<file path="src/rtl/codec_sample_capture_if.sv">
// Read-side bundle of codec_sample_capture: FWFT head, occupancy and pop strobe.
// The slave modport is the capture block, the master modport is the downstream consumer.
interface codec_sample_capture_if #(
    parameter int ADDR_W = 4
) ();
    logic              rd_en;
    logic [15:0]       sample_out;
    logic              sample_valid;
    logic [ADDR_W:0]   fifo_count;

    modport master (
        output rd_en,
        input  sample_out,
        input  sample_valid,
        input  fifo_count
    );

    modport slave (
        input  rd_en,
        output sample_out,
        output sample_valid,
        output fifo_count
    );
endinterface

</file>
<file path="src/rtl/codec_sample_capture.sv">
// Captures codec ADC samples on each new_frame edge, decimates, and buffers them in a FWFT FIFO.
// Optional peak meter on written samples is enabled by defining PEAK_METER_EN.
module codec_sample_capture #(
    parameter int ADDR_W   = 4,
    parameter int DECIMATE = 1
) (
    input  logic        clk,
    input  logic        reset,
    input  logic        new_frame,
    input  logic [15:0] adc_sample_in,
    input  logic        capture_en,
    input  logic        clear_overflow,
    input  logic        peak_clear,
    output logic        overflow,
    output logic [15:0] peak_level,
    codec_sample_capture_if.slave rd_if
);

    localparam int              DEPTH      = 2 ** ADDR_W;
    localparam logic [ADDR_W:0] FULL_COUNT = (ADDR_W + 1)'(DEPTH);
    localparam logic [7:0]      DCNT_LAST  = 8'(DECIMATE - 1);

    logic                nf_d;
    logic                frame_pulse;
    logic [7:0]          dcnt;
    logic [15:0]         mem [DEPTH];
    logic [ADDR_W:0]     wr_total;
    logic [ADDR_W:0]     rd_total;
    logic [ADDR_W:0]     count;
    logic                full;
    logic                empty;
    logic                take;
    logic                do_pop;
    logic                do_write;

    assign frame_pulse = new_frame & ~nf_d;
    assign count       = wr_total - rd_total;
    assign full        = (count == FULL_COUNT);
    assign empty       = (count == '0);
    assign take        = frame_pulse & capture_en & (dcnt == DCNT_LAST);
    assign do_pop      = rd_if.rd_en & ~empty;
    // A pop frees the slot in the same cycle, so a full FIFO can still accept.
    assign do_write    = take & (~full | do_pop);

    always_ff @(posedge clk) begin
        if (reset) begin
            nf_d     <= 1'b0;
            dcnt     <= '0;
            wr_total <= '0;
            rd_total <= '0;
            overflow <= 1'b0;
        end else begin
            nf_d <= new_frame;
            if (!capture_en) begin
                dcnt <= '0;
            end else if (frame_pulse) begin
                dcnt <= (dcnt == DCNT_LAST) ? 8'd0 : dcnt + 8'd1;
            end
            if (do_write) begin
                wr_total <= wr_total + 1'b1;
            end
            if (do_pop) begin
                rd_total <= rd_total + 1'b1;
            end
            if (clear_overflow) begin
                overflow <= 1'b0;
            end else if (take && full && !do_pop) begin
                overflow <= 1'b1;
            end
        end
    end

    always_ff @(posedge clk) begin
        if (!reset && do_write) begin
            mem[wr_total[ADDR_W-1:0]] <= adc_sample_in;
        end
    end

    assign rd_if.sample_out   = empty ? 16'h0000 : mem[rd_total[ADDR_W-1:0]];
    assign rd_if.sample_valid = ~empty;
    assign rd_if.fifo_count   = count;

`ifdef PEAK_METER_EN
    logic [15:0] abs_sample;

    // Most negative code has no positive twin, so it saturates.
    always_comb begin
        abs_sample = adc_sample_in;
        if (adc_sample_in == 16'h8000) begin
            abs_sample = 16'h7FFF;
        end else if (adc_sample_in[15]) begin
            abs_sample = ~adc_sample_in + 16'd1;
        end
    end

    always_ff @(posedge clk) begin
        if (reset) begin
            peak_level <= 16'h0000;
        end else if (peak_clear) begin
            peak_level <= 16'h0000;
        end else if (do_write && (abs_sample > peak_level)) begin
            peak_level <= abs_sample;
        end
    end
`else
    logic peak_clear_unused;

    assign peak_clear_unused = peak_clear;
    assign peak_level        = 16'h0000;
`endif

endmodule

</file>
<file path="src/flat_wrapper.sv">
// flat-port wrapper written by rule: the top's interface ports become plain ports
module codec_sample_capture_flat 
#(
    parameter int ADDR_W   = 4,
    parameter int DECIMATE = 1
)
  (clk, reset, new_frame, adc_sample_in, capture_en, clear_overflow, peak_clear, overflow, peak_level, rd_if_rd_en, rd_if_sample_out, rd_if_sample_valid, rd_if_fifo_count);
  codec_sample_capture_if #(.ADDR_W(ADDR_W)) rd_if_i ();
  input  logic clk;
  input  logic reset;
  input  logic new_frame;
  input  logic [15:0] adc_sample_in;
  input  logic capture_en;
  input  logic clear_overflow;
  input  logic peak_clear;
  output logic overflow;
  output logic [15:0] peak_level;
  input wire logic [$bits(rd_if_i.rd_en)-1:0] rd_if_rd_en;
  output wire logic [$bits(rd_if_i.sample_out)-1:0] rd_if_sample_out;
  output wire logic [$bits(rd_if_i.sample_valid)-1:0] rd_if_sample_valid;
  output wire logic [$bits(rd_if_i.fifo_count)-1:0] rd_if_fifo_count;
  assign rd_if_i.rd_en = rd_if_rd_en;
  assign rd_if_sample_out = rd_if_i.sample_out;
  assign rd_if_sample_valid = rd_if_i.sample_valid;
  assign rd_if_fifo_count = rd_if_i.fifo_count;
  codec_sample_capture #(.ADDR_W(ADDR_W), .DECIMATE(DECIMATE)) u_core (.clk(clk), .reset(reset), .new_frame(new_frame), .adc_sample_in(adc_sample_in), .capture_en(capture_en), .clear_overflow(clear_overflow), .peak_clear(peak_clear), .overflow(overflow), .peak_level(peak_level), .rd_if(rd_if_i));
endmodule
</file>
<file path="config.mk">
export PLATFORM = sky130hd
export DESIGN_NAME = codec_sample_capture_flat
export DESIGN_NICKNAME = d
export VERILOG_FILES = /design/src/rtl/codec_sample_capture_if.sv /design/src/rtl/codec_sample_capture.sv /design/src/flat_wrapper.sv
export SDC_FILE = /design/constraint.sdc
export NUM_CORES = 1
export LEC_CHECK = 0
export ABC_CLOCK_PERIOD_IN_PS = 10680
export BUFFER_PORTS_ARGS = -buffer_cell sky130_fd_sc_hd__buf_2
export CAP_MARGIN = 40
export CORE_MARGIN = 2
export CORE_UTILIZATION = 45
export CTS_BUF_LIST = sky130_fd_sc_hd__clkbuf_4 sky130_fd_sc_hd__clkbuf_8
export DETAILED_ROUTE_END_ITERATION = 16
export GPL_ROUTABILITY_DRIVEN = 0
export PLACE_DENSITY = 0.64
export SLEW_MARGIN = 30
export SYNTH_ARGS = -nofsm -noshare
export SYNTH_HDL_FRONTEND = slang
export SYNTH_SLANG_ARGS = --single-unit
</file>
<file path="constraint.sdc">
create_clock -name clk -period 10.68 [get_ports clk]
set_input_delay 1.068 -clock clk [delete_from_list [all_inputs] [get_ports clk]]
set_output_delay 1.068 -clock clk [all_outputs]
set_load 0.02 [all_outputs]
</file>
==> results of run 1 <==
state kept, by name, indices dropped and copies added (netlist names), named ones only:
register         count
u_core.overflow      1
u_core.dcnt          8
u_core.wr_total      5
u_core.rd_total      5
u_core.nf_d          1
u_core.mem         256
cell type report:
class / instances / area (um2)
Clock inverter: 12 / 52.55
Fill cell: 1984 / 11940
Multi-Input combinational cell: 245 / 3068
Clock buffer: 65 / 794.5
Tap cell: 330 / 412.9
Timing Repair Buffer: 72 / 470.5
Sequential cell: 280 / 8174
Inverter: 13 / 48.80
worst paths after layout:
path                                                     end  slack, ns  cells past startpoint
worst max-delay path                     rd_if_sample_out[3]       6.04                     11
worst min-delay path            u_core.overflow$_SDFFE_PP0P_       0.53                      2
worst max register to register   u_core.mem[15][0]$_DFFE_PP_       7.20                      9
worst min register to register  u_core.overflow$_SDFFE_PP0P_       0.53                      2
through the flow:
stage	util [%]	std cells	hold slack, ns
2_1_floorplan	-	582	0.4854
3_3_place_gp	48.38	935	0.5087
3_5_place_dp	48.71	939	0.5123
4_1_cts	52.10	1016	0.5313
5_1_grt	52.16	1017	0.5750
6_report	52.16	1017	0.5348
layout by cell type (no fill, tap or decap), types with 3 or more instances in the layout:
master    count
nand2_1       7
nand4_1       4
nor4_4        5
nor2_1       24
nor3_4        3
conb_1       16
nor3_1        3
mux4_2       80
xor2_1        4
ha_1         11
nor4_2        4
a21oi_1       8
nor4b_2       4
xnor2_1       7
buf_2        44
clkinv_1      9
nor2b_1      22
clkbuf_4     16
mux2_2        9
edfxtp_1    256
clkbuf_8     49
dfxtp_1      21
buf_4        25
nand2b_1     11
inv_1        13
power by group through the flow:
stage	Sequential [uW]	Clock [uW]	Combinational (uW)
after detailed placement	1250	0	585
after global placement	1250	0	565
after global routing	1230	928	620
after floorplan	1230	0	426
after CTS	1230	879	586
final	1230	856	576
layer usage:
layer,global-route usage [%],part of all wire [%],vias up
li1,-,-,2440
met1,23.86,42,2864
met2,28.64,51,170
met3,3.387,5.3,37
met4,5.390,2.0,0
met5,0,0,-
cell families (layout without fill, tap and decap cells):
group | Yosys count | count (layout) | synth area share (%)
other | 1 | 16 | 0.03302
flip-flops | 280 | 280 | 71.92
XOR/XNOR | 11 | 11 | 0.8483
multiplexers | 91 | 91 | 16.93
adder cells (fa/ha/maj) | 12 | 12 | 1.388
AND/OR/NAND/NOR | 98 | 98 | 5.222
AO/OA/AOI/OAI | 17 | 17 | 1.080
buffers and inverters | 57 | 162 | 2.578
cells in the mapped netlist (all sizes together), types with 2 or more instances:
| cell type | instances | area [um2] |
|---|---|---|
| nor2 | 24 | 90.09 |
| ha | 11 | 137.6 |
| a21boi | 2 | 18.77 |
| edfxtp | 256 | 7687 |
| inv | 13 | 48.80 |
| nand2 | 7 | 26.28 |
| nor3 | 7 | 35.03 |
| nand4 | 4 | 25.02 |
| or2 | 2 | 12.51 |
| a21oi | 8 | 40.04 |
| nor4 | 9 | 105.1 |
| dfxtp | 24 | 480.5 |
| a2111oi | 2 | 17.52 |
| buf | 28 | 183.9 |
| nand3 | 2 | 10.01 |
| nand3b | 2 | 15.01 |
| nand2b | 11 | 68.82 |
| xnor2 | 7 | 61.31 |
| mux4 | 80 | 1802 |
| mux2 | 9 | 101.4 |
| clkbuf | 16 | 60.06 |
| nor4b | 4 | 35.03 |
| mux2i | 2 | 20.02 |
| xor2 | 4 | 35.03 |
| nor2b | 22 | 137.6 |
critical path: stages, from the launching register on:
cell and delay [ns]:
dfxtp_1 0.40, inv_1 0.13, ha_1 0.23, fa_1 0.52
inv_1 0.06, or3_1 0.36, o31ai_1 0.23, buf_4 0.23
and2_0 0.26, buf_4 0.33, nor2b_1 0.10, buf_2 0.17
==> flow_metrics.tcl, run 1 <==
set metrics [dict create \
    pre_cts_slack_ns 6.579 \
    antenna_cells 0 \
    worstMarginPinSlew_ns 0.7306 \
    slew-limit-headroom_pct 51.14 \
    leakage_uw 0.004210 \
    hpwl_um 13010 \
    clock_tree.root_cell "clkbuf_8" \
    htreeDepth 2 \
    ctsHoldBuffers 0 \
    cp-startpoint "u_core.wr_total[0]$_SDFFE_PP0P_" \
    cts.clk_slew.worst_paths_ns 0.05 \
    cts_buffers 44 \
    start_util_pct 45.49 \
    synth_cells 567 \
    grt_overflow 0 \
    p_int_uw 1939 \
    cap_violations 0 \
    num_io_pins 62 \
    first_iter_violations 462 \
    max_freq_ghz 0.2156 \
    finalSetupViolCount 0 \
    finalNetCount 691 \
    die_x_um 162.9 \
    critPathArrivalTime_ns 3.57 \
    dieArea_mm2 0.02653 \
    grt_antenna_before_repair 0 \
    reg2reg_from "u_core.wr_total[0]$_SDFFE_PP0P_" \
    ir_drop_mv 0.1648 \
    min-delay-start "u_core.overflow$_SDFFE_PP0P_" \
    grt_util_all_layers_pct 17.46 \
    clockBufferDepth 3 \
    rsz0062_at_grt "false" \
    ant_nets 0 \
    pwr-share-clk_pct 32.2 \
    hold_viol_final 0 \
    start_kind "flop" \
    avgSynthCellArea_um2 20.03 \
    cts_resized 0 \
    first_global_vias 5881 \
    synthArstFlopShare_pct 0 \
    syn_to_final_growth_pct 14.65 \
    via_per_inst 5.419 \
    synth_edf_count 256 \
    holdCritPathClass "flop to flop" \
    post_cts_buffers 0 \
    min_period_ns 4.637 \
    critPathKind "flop to output port" \
    routedWlPerCell_um 21.88 \
    synth_seq_area_share_pct 71.92 \
    die_h_um 162.9 \
    p_sw_uw 723.8 \
    cp-end-kind "output port" \
    clkLatencyLatePin_ns 0.54 \
    clock-sinks 280 \
    crit_required_ns 9.61 \
    p_comb_share_pct 21.6 \
    power_frac_seq_pct 46.2 \
    portBuffers 44 \
    finalInstanceArea_mm2 0.01302 \
    netlist_area_mm2 0.01136 \
    drv_slew 0 \
    wirelength_um 22250 \
    cts_tree "built" \
    vias 5511 \
    yosysUniqueCellTypes 42 \
    finalSetupTns_ns 0 \
    p_per_area_mw_per_mm2 204.5 \
    critPathMaxFanout 15 \
    drive_above_1_share_pct 36.97 \
    post_dp_cell_area_mm2 0.01216 \
    power_uw 2662 \
    finClkSkew_ns 0.01514 \
    ys.flop_type "edfxtp_1" \
    outcome "finished, final reports clean" \
    ys.warnings.count 0 \
    drc 0 \
    fin_ws_ns 6.043 \
    dr.pass1.iters 4 \
    switching_share_pct 27.19 \
    ys_seq_elements 280 \
    core_mm2 0.02496 \
    grt_start_max_net_pins 38 \
    rows 58 \
    fin_crit_sh_pct 43.42 \
    grt_first_pass_wirelength_um 34150 \
]
No activity file was read; power rests on OpenSTA's default activity.
==> run 2, diff against run 1 <==
ABC_CLOCK_PERIOD_IN_PS = 4100   (was 10680)
PLACE_DENSITY = 0.66   (was 0.64)
clock period = 4.1 ns   (was 10.68 ns; I/O delays follow)
==> flow_metrics.tcl, run 2 (synthesis gave the netlist of run 1 again) <==
set metrics [dict create \
    clockBufferDepth 3 \
    finClkSkew_ns 0.01796 \
    cts_tree "built" \
    antenna_cells 0 \
    critPathMaxFanout 17 \
    dieArea_mm2 0.02653 \
    min_period_ns 3.839 \
    leakage_uw 0.004190 \
    clock_tree.root_cell "clkbuf_8" \
    holdCritPathClass "input port to flop" \
    path_buf_inv 5 \
    die_x_um 162.9 \
    post_cts_buffers 0 \
    cts_buffers 46 \
    htreeDepth 2 \
    die_h_um 162.9 \
    final_cells 1023 \
    multi_input_area_mm2 0.003072 \
    portBuffers 44 \
    dp_cells 941 \
    num_io_pins 62 \
    routedWlPerCell_um 21.86 \
    slew-limit-headroom_pct 50.17 \
    outcome "finished, final reports clean" \
    cap_violations 0 \
    layout_commonest_cell "edfxtp_1" \
    critPathKind "flop to output port" \
    rsz0062_at_grt "false" \
    finalNetCount 696 \
    grt_first_pass_wirelength_um 34710 \
    start_kind "flop" \
    ant_nets 0 \
    grt_overflow 0 \
    dr.pass1.iters 4 \
    start_util_pct 45.49 \
    critPathArrivalTime_ns 3.43 \
    finalInstanceArea_mm2 0.01305 \
    syn_to_final_growth_pct 14.86 \
    r2r_slack_ns 0.66 \
    post_dp_cell_area_mm2 0.01217 \
    clkLatencyLatePin_ns 0.54 \
    grt_antenna_before_repair 0 \
    crit_top_cell "inv_1" \
    drive_above_1_share_pct 37.37 \
    fin_crit_sh_pct 93.64 \
    regArea_mm2 0.008173 \
    ir_drop_mv 0.2549 \
    critPathTopFamily "buffers and inverters" \
    cp_slowest_cell "fa_1" \
    drc 0 \
    vias 5554 \
    via_per_inst 5.429 \
    whs_ns 0.1167 \
    nFillCells 2013 \
    grt_start_max_net_pins 41 \
    cts.clk_slew.worst_paths_ns 0.05 \
    crit_required_ns 3.69 \
    core_mm2 0.02496 \
    rows 58 \
    p_per_area_mw_per_mm2 533.4 \
    max_stage_delay_ns 0.52 \
    clock-sinks 280 \
    hpwl_um 13170 \
    first_global_vias 5842 \
    max_freq_ghz 0.2605 \
    first_iter_violations 390 \
    finalSetupTns_ns 0 \
    crit_chain "inv_1 > ha_1 > fa_1 > inv_1 > or3_1 > o31ai_2 > buf_4 > and2_0 > buf_6 > nor2b_1 > buf_2" \
    drv_slew 0 \
    largest_reg_flops 256 \
    grt_util_all_layers_pct 17.58 \
    worstMarginPinSlew_ns 0.7474 \
    hold_viol_final 0 \
    wirelength_um 22370 \
    final_cell_mix "256 x edfxtp_1, 80 x mux4_2, 46 x clkbuf_8" \
    cp-end-kind "output port" \
    finalSetupViolCount 0 \
]
## run 2: worst reg2reg max path: cells and delay by family (launching register included)
kind                       cells  cell delay [ns]
adders and majority gates      2             0.64
DFF                            1             0.40
AOI/OAI and AO/OA              3             0.84
buffers and inverters          3             0.62
and+or+nand+nor                2             0.65
## run 2: worst paths after layout
check	cells past startpoint	from	end
setup reg to reg	10	u_core.wr_total[0]$_SDFFE_PP0P_	u_core.mem[10][15]$_DFFE_PP_
setup / recovery	11	u_core.wr_total[0]$_SDFFE_PP0P_	rd_if_sample_out[14]
hold / removal	2	new_frame	u_core.nf_d$_SDFF_PP0_
hold reg to reg	2	u_core.dcnt[7]$_SDFFE_PP0P_	u_core.dcnt[7]$_SDFFE_PP0P_
## run 2: layout make-up
type / instances / area share, %
clock buffers: 63 / 5.832
clock inverters: 17 / 0.6618
inverters: 13 / 0.3741
multi-input cells: 245 / 23.55
flip-flops and latches: 280 / 62.65
well taps: 330 / 3.165
repair buffers: 75 / 3.769
## run 2: through the flow
stage	worst slack, ns	utilization, %	total power, uW
2_1_floorplan	-0.3142	-	4326
3_3_place_gp	0.6506	48.70	4772
3_5_place_dp	0.4775	48.76	4798
4_1_cts	0.05496	52.19	7042
5_1_grt	0.03937	52.26	7274
6_report	0.2606	52.26	6958
## run 2: power by group
part,switching (uW),internal (uW),total (uW)
sequential,81.9,3140,3230
combinational,813,681,1490
clock,1030,1200,2240
## run 2: timing repair
item	in CTS	in global routing
hold endpoints to repair	1	0
setup endpoints to repair	0	17
gates resized for setup	0	2
hold buffers	1	0
## run 2: layer usage
metal	vias to the layer above	global-route usage, %	wire [um]
met1	2920	23.71	9678
met4	0	5.028	398
met3	38	3.412	1037
met2	151	29.41	11250
met5	-	0	0
li1	2445	-	-
